**src/rtl/div_8by4.sv**
```systemverilog
// div_8by4: sequential restoring radix-2 divider, 8-bit dividend / 4-bit divisor.
// One quotient bit per clock, valid/ready handshake on both sides. Overflow
// and divide-by-zero are detected at accept and skip the iteration phase.
module div_8by4 #(
    parameter bit SAT_EN = 1'b1
) (
    input  logic       sys_clk,
    input  logic       sys_rst_n,
    input  logic       in_valid,
    output logic       in_ready,
    input  logic [7:0] dividend,
    input  logic [3:0] divisor,
    output logic       out_valid,
    input  logic       out_ready,
    output logic [3:0] quotient,
    output logic [3:0] remainder,
    output logic       ovf,
    output logic       dz
);

    typedef enum logic [1:0] {IDLE, CALC, DONE} state_t;

    state_t      state, state_nxt;
    logic [1:0]  cnt;
    logic [7:0]  dvd;
    logic [3:0]  d;
    logic [3:0]  rem;
    logic [3:0]  q;

    logic        accept;
    logic        pre_dz;
    logic        pre_ovf;
    logic [4:0]  t;
    logic [4:0]  diff;
    logic        ge;
    logic [3:0]  rem_nxt;
    logic [3:0]  q_nxt;

    // Accept decode and overflow pre-check on the live operands. A high
    // nibble >= divisor means the quotient needs more than 4 bits; it also
    // guarantees rem < d for every later iteration.
    always_comb begin
        accept  = in_valid && (state == IDLE);
        pre_dz  = (divisor == 4'd0);
        pre_ovf = pre_dz || (dividend[7:4] >= divisor);
    end

    // One restoring step: shift in the next dividend bit, subtract if it fits.
    always_comb begin
        t        = {rem, dvd[cnt]};
        diff     = t - {1'b0, d};
        ge       = (t >= {1'b0, d});
        rem_nxt  = ge ? diff[3:0] : t[3:0];
        q_nxt    = q;
        q_nxt[cnt] = ge;
    end

    // State register.
    always_ff @(posedge sys_clk or negedge sys_rst_n) begin
        if (!sys_rst_n) state <= IDLE;
        else            state <= state_nxt;
    end

    // Next-state logic and handshake outputs.
    always_comb begin
        state_nxt = state;
        in_ready  = 1'b0;
        out_valid = 1'b0;
        case (state)
            IDLE: begin
                in_ready = 1'b1;
                if (accept) state_nxt = pre_ovf ? DONE : CALC;
            end
            CALC: begin
                if (cnt == 2'd0) state_nxt = DONE;
            end
            DONE: begin
                out_valid = 1'b1;
                if (out_ready) state_nxt = IDLE;
            end
            default: state_nxt = IDLE;
        endcase
    end

    // Datapath: operand latch, iteration registers and result registers.
    // Results are left untouched on leaving DONE so they stay readable.
    always_ff @(posedge sys_clk or negedge sys_rst_n) begin
        if (!sys_rst_n) begin
            cnt       <= 2'd0;
            dvd       <= 8'd0;
            d         <= 4'd0;
            rem       <= 4'd0;
            q         <= 4'd0;
            quotient  <= 4'd0;
            remainder <= 4'd0;
            ovf       <= 1'b0;
            dz        <= 1'b0;
        end else begin
            case (state)
                IDLE: begin
                    if (accept) begin
                        dvd <= dividend;
                        d   <= divisor;
                        q   <= 4'd0;
                        if (pre_ovf) begin
                            quotient  <= SAT_EN ? 4'hF : 4'h0;
                            remainder <= 4'h0;
                            ovf       <= 1'b1;
                            dz        <= pre_dz;
                        end else begin
                            rem <= dividend[7:4];
                            cnt <= 2'd3;
                        end
                    end
                end
                CALC: begin
                    rem <= rem_nxt;
                    q   <= q_nxt;
                    cnt <= cnt - 2'd1;
                    if (cnt == 2'd0) begin
                        quotient  <= q_nxt;
                        remainder <= rem_nxt;
                        ovf       <= 1'b0;
                        dz        <= 1'b0;
                    end
                end
                default: ;
            endcase
        end
    end

endmodule

```
**config.mk**
```make
export PLATFORM = sky130hd
export DESIGN_NAME = div_8by4
export DESIGN_NICKNAME = d
export VERILOG_FILES = /design/src/rtl/div_8by4.sv
export SDC_FILE = /design/constraint.sdc
export NUM_CORES = 1
export LEC_CHECK = 0
export BUFFER_PORTS_ARGS = -buffer_cell sky130_fd_sc_hd__buf_4
export CORE_AREA = 2 2 58 60
export DETAILED_ROUTE_END_ITERATION = 10
export DIE_AREA = 0 0 60 62
export HOLD_SLACK_MARGIN = 0.12
export PLACE_DENSITY_LB_ADDON = 0.05
export SKIP_LAST_GASP = 1
export SYNTH_ARGS = -nofsm -noshare
export SYNTH_HDL_FRONTEND = slang
export SYNTH_SLANG_ARGS = --single-unit
export TNS_END_PERCENT = 1
```
**constraint.sdc**
```tcl
create_clock -name sys_clk -period 2.6 [get_ports sys_clk]
set_input_delay 0.26 -clock sys_clk [delete_from_list [all_inputs] [get_ports sys_clk]]
set_output_delay 0.26 -clock sys_clk [all_outputs]
set_load 0.02 [all_outputs]
```
==> parameters.txt <==
Parameter                              Value

Power
  Pwr per Cell Area    about 1300 nW/um2
  Switching component of the power    roughly 1100 uW
  Net switching share of the total power    between 40% and 50%
  Leakage power of the design    just under 0.001 uW
  Part of the total power dissipated in the clock network    about 17%
  VDD IR max    0.609 mV
  Total power    2740 uW
  Share of total power in combinational logic    a little over half
  Sequential Power Share    29.7%
  Internal power summed over all cells    between 1500 and 2000 uW

Synthesis
  Synthesized area divided by synthesized cell count    10.2 um2
  Cell types with the highest counts after synthesis    sky130_fd_sc_hd__dfrtp_1, sky130_fd_sc_hd__nand2_1, sky130_fd_sc_hd__inv_1, sky130_fd_sc_hd__ha_1, sky130_fd_sc_hd__o21ai_0
  Dominant combinational cell family by area after synthesis    compound AO/OA/AOI/OAI gates
  Fraction of synthesized area in multiplexers    5.23%
  Area share of the leading cell type in the synthesized netlist    44.6%
  Post-synthesis async set-or-reset flop share    100%
  Post-synthesis compound-gate area fraction    between 20% and 30%
  Post-Synthesis Net Count    189
  Combined area of all synthesized cells    approximately 1600 um2
  Simple-gate share of the synthesized area    14.3%
  Synth top area cells    sky130_fd_sc_hd__dfrtp_1, sky130_fd_sc_hd__ha_1, sky130_fd_sc_hd__nand2_1
  Arithmetic-cell share of the synthesized area counting full adders, half adders and majority gates    10.5%
  Warnings, synthesis    0
  Number of register bits inferred by synthesis    29
  Post-synthesis cell type with the largest combined area    sky130_fd_sc_hd__dfrtp_1
  Synthesized-area fraction occupied by xor and xnor cells    less than 1%
  Number of synthesized flops with an enable pin    0
  Synthesized netlist cell count    160
  Count leader, synth    sky130_fd_sc_hd__dfrtp_1
  Unique cell type count in the Yosys netlist    45
  Most instantiated flip-flop cell in the synthesis netlist    sky130_fd_sc_hd__dfrtp_1
  Proportion of synthesized chip area in sequential cells    between 40% and 50%

Detailed routing
  Routed wirelength normalized by instance count    around 15 um
  Per-cell via count in the routed design    about 5.3
  Router iterations before antenna repair    4
  Final ANT Viol Nets    0
  Total length of routed wires    around 3.7 mm
  Initial detailed-routing violation count    64
  DRC errors left    0
  Count of vias placed by the detailed router    1297

Outcome
  Run status    finished, final reports clean

Timing
  Max Transition Viols Final    0
  Transition time at the pin with the least slew margin    456 ps
  Final critical-path share of the clock period    a little over nine tenths
  Maximum achievable frequency    ~0.41 GHz
  Final setup skew    roughly 16 ps
  Rel. slew slack    69.6%
  Final-layout setup total negative slack    0 ps
  Unrepaired setup endpoints after global routing    false
  Finish-stage setup viols    0
  Min Clock Period, post-route    around 2500 ps
  Final Hold Vio Count    0

Clock network
  CTS tree    built
  CTS Buffer Depth    2
  CTS sink cnt    29
  Source-to-sink clock delay at the later pin of the worst-skew pair    around 340 ps
  CTS HTree Levels    2
  Clock Pin Slew Worst Setup and Hold Paths    roughly 100 ps
  Buffer type at the clock tree root    sky130_fd_sc_hd__clkbuf_4
  TritonCTS Buffers    5

Final layout
  Fraction of final layout cells with drive strength greater than 1    25.8%
  Finished Layout Cells    about 240
  Antenna diode count    0
  Filler cell count in the final layout    274
  Layout overhead on the synthesized area    25.5%
  Post-route cell area    approximately 2000 um2
  Final core utilization    roughly 64%
  Nets    between 200 and 250

Min path
  Hold Crit Class    in2reg

Global routing
  Remaining global-route overflow    0
  Global-route wire length before repair    approximately 6.0 mm
  Antenna violations before repair    0
  Aggregate global-route resource usage    between 20% and 30%
  Via count of the first global-routing pass    approximately 1300
  Largest net degree at the start of global routing    30

Critical path
  Classification of the worst setup path    reg2reg
  Maximum fanout encountered on the critical timing path    8
  Register-to-register setup slack    150 ps
  Arrival time of data at the critical path endpoint    approximately 2700 ps
  Cell with the largest stage delay on the worst path    sky130_fd_sc_hd__mux4_2
  Sum of buffers and inverters on the critical path    1
  Cell family with most CP delay    compound AO/OA/AOI/OAI gates
  Kind of launch point of the worst setup path    register
  CP Data Required Time    2830 ps
  Max incr delay on CP    approximately 520 ps
  Critical path cell sequence    mux4_2 > inv_1 > ha_1 > nand2b_1 > a21oi_1 > a22oi_2 > and2_1 > a22o_1
  Critical Path End Type    register

Placement
  Routability congestion estimate from global placement    approximately 0.94
  Total half-perimeter wirelength after legalization and detailed placement    around 2.6 mm
  Placement Cell Area    around 1900 um2
  Post-placement cell count    230
  Count of buffers inserted at the top-level ports    27

Floorplan
  Horizontal die dimension    60 um
  Number of primary I/O pins    28
  DIE AREA    3720 um2
  Std cell rows    21
  Starting density of the core    around half
  Floorplan die height    62 um
  Core region area    ~3200 um2

Flow run
  Maxcap violations    0
==> worst paths after layout <==
path / start / endpoint / depth (start not counted)
setup / recovery: cnt[0]$_DFFE_PN0P_ / q[3]$_DFFE_PN0P_ / 8
hold / removal: divisor[1] / d[1]$_DFFE_PN0P_ / 3
setup reg to reg: cnt[0]$_DFFE_PN0P_ / q[3]$_DFFE_PN0P_ / 8
hold reg to reg: dvd[3]$_DFFE_PN0P_ / dvd[3]$_DFFE_PN0P_ / 2
max in group asynchronous: sys_rst_n / cnt[0]$_DFFE_PN0P_ / 2
min in group asynchronous: sys_rst_n / rem[2]$_DFFE_PN0P_ / 2
==> layer usage <==
metal / up-vias / track usage (%) / part of all wire, %
met2: 25 / 35.7 / 49
met1: 621 / 27.4 / 45
met3: 10 / 5.38 / 2.9
li1: 641 / - / -
met4: 0 / 13.7 / 2.6
met5: - / 0 / 0
==> sequential cells by signal (all words and copies together) (netlist names) <==
register,flops
dz,1
q,3
dvd,4
remainder,4
cnt,2
d,4
ovf,1
quotient,4
state,2
rem,4
==> timing repair <==
action / in CTS / in global routing
hold endpoints to repair: 33 / 1
gates resized for setup: 0 / 1
hold buffers: 5 / 1
setup buffers: 0 / 0
setup endpoints to repair: 0 / 4
==> placed cells by master (no fill, tap or decap), drive strengths merged, types with 2 or more instances in the layout <==
master        n
mux2i         4
ha           12
o21ai        12
bufinv        2
a32oi         2
clkbuf        5
a22oi         3
nand2        22
o2bb2ai       4
nand2b        2
a22o          3
buf          28
a21o          2
dfrtp        29
a21oi         7
inv          15
nand3b        2
a311oi        2
nor3b         2
mux2          2
nor2          8
a31oi         3
and2          2
dlygate4sd3   6
==> area by class of cell <==
cell class / count / area (um2) / share of cell area, %
Multi-Input combinational cell: 112 / 830 / 40.6
Tap cell: 46 / 57.6 / 2.82
Sequential cell: 29 / 727 / 35.6
Clock buffer: 5 / 37.5 / 1.84
Inverter: 15 / 56.3 / 2.76
Clock inverter: 3 / 65.1 / 3.18
Timing Repair Buffer: 34 / 270 / 13.2
==> power groups by stage <==
stage	sequential, uW	combinational, uW	clock (uW)
floorplan	845	1000	0
global placement	811	1390	0
detailed placement	819	1430	0
CTS	812	1450	479
global route	842	1630	499
finish	813	1460	471
==> stage by stage <==
step	hold slack, ps	setup WS (ps)
after floorplan	-35.6	371
after global placement	199	253
after detailed placement	207	165
after CTS	120	143
after global routing	143	32.7
final	141	149
==> logic make-up after synthesis <==
| logic type | count (synthesis) |
|---|---|
| xor+xnor | 1 |
| mux | 7 |
| fa+ha+maj | 13 |
| flops | 29 |
| simple gates | 46 |
| buf+inv | 19 |
| compound gates | 45 |
==> worst reg2reg max path: stages (launching register included) <==
cell                       delay, ps
sky130_fd_sc_hd__dfrtp_2         440
sky130_fd_sc_hd__mux4_2          520
sky130_fd_sc_hd__inv_1            90
sky130_fd_sc_hd__ha_1            250
sky130_fd_sc_hd__nand2b_1        150
sky130_fd_sc_hd__a21oi_1         240
sky130_fd_sc_hd__a22oi_2         190
sky130_fd_sc_hd__and2_1          250
sky130_fd_sc_hd__a22o_1          230
(Power assumes the default switching activity.)
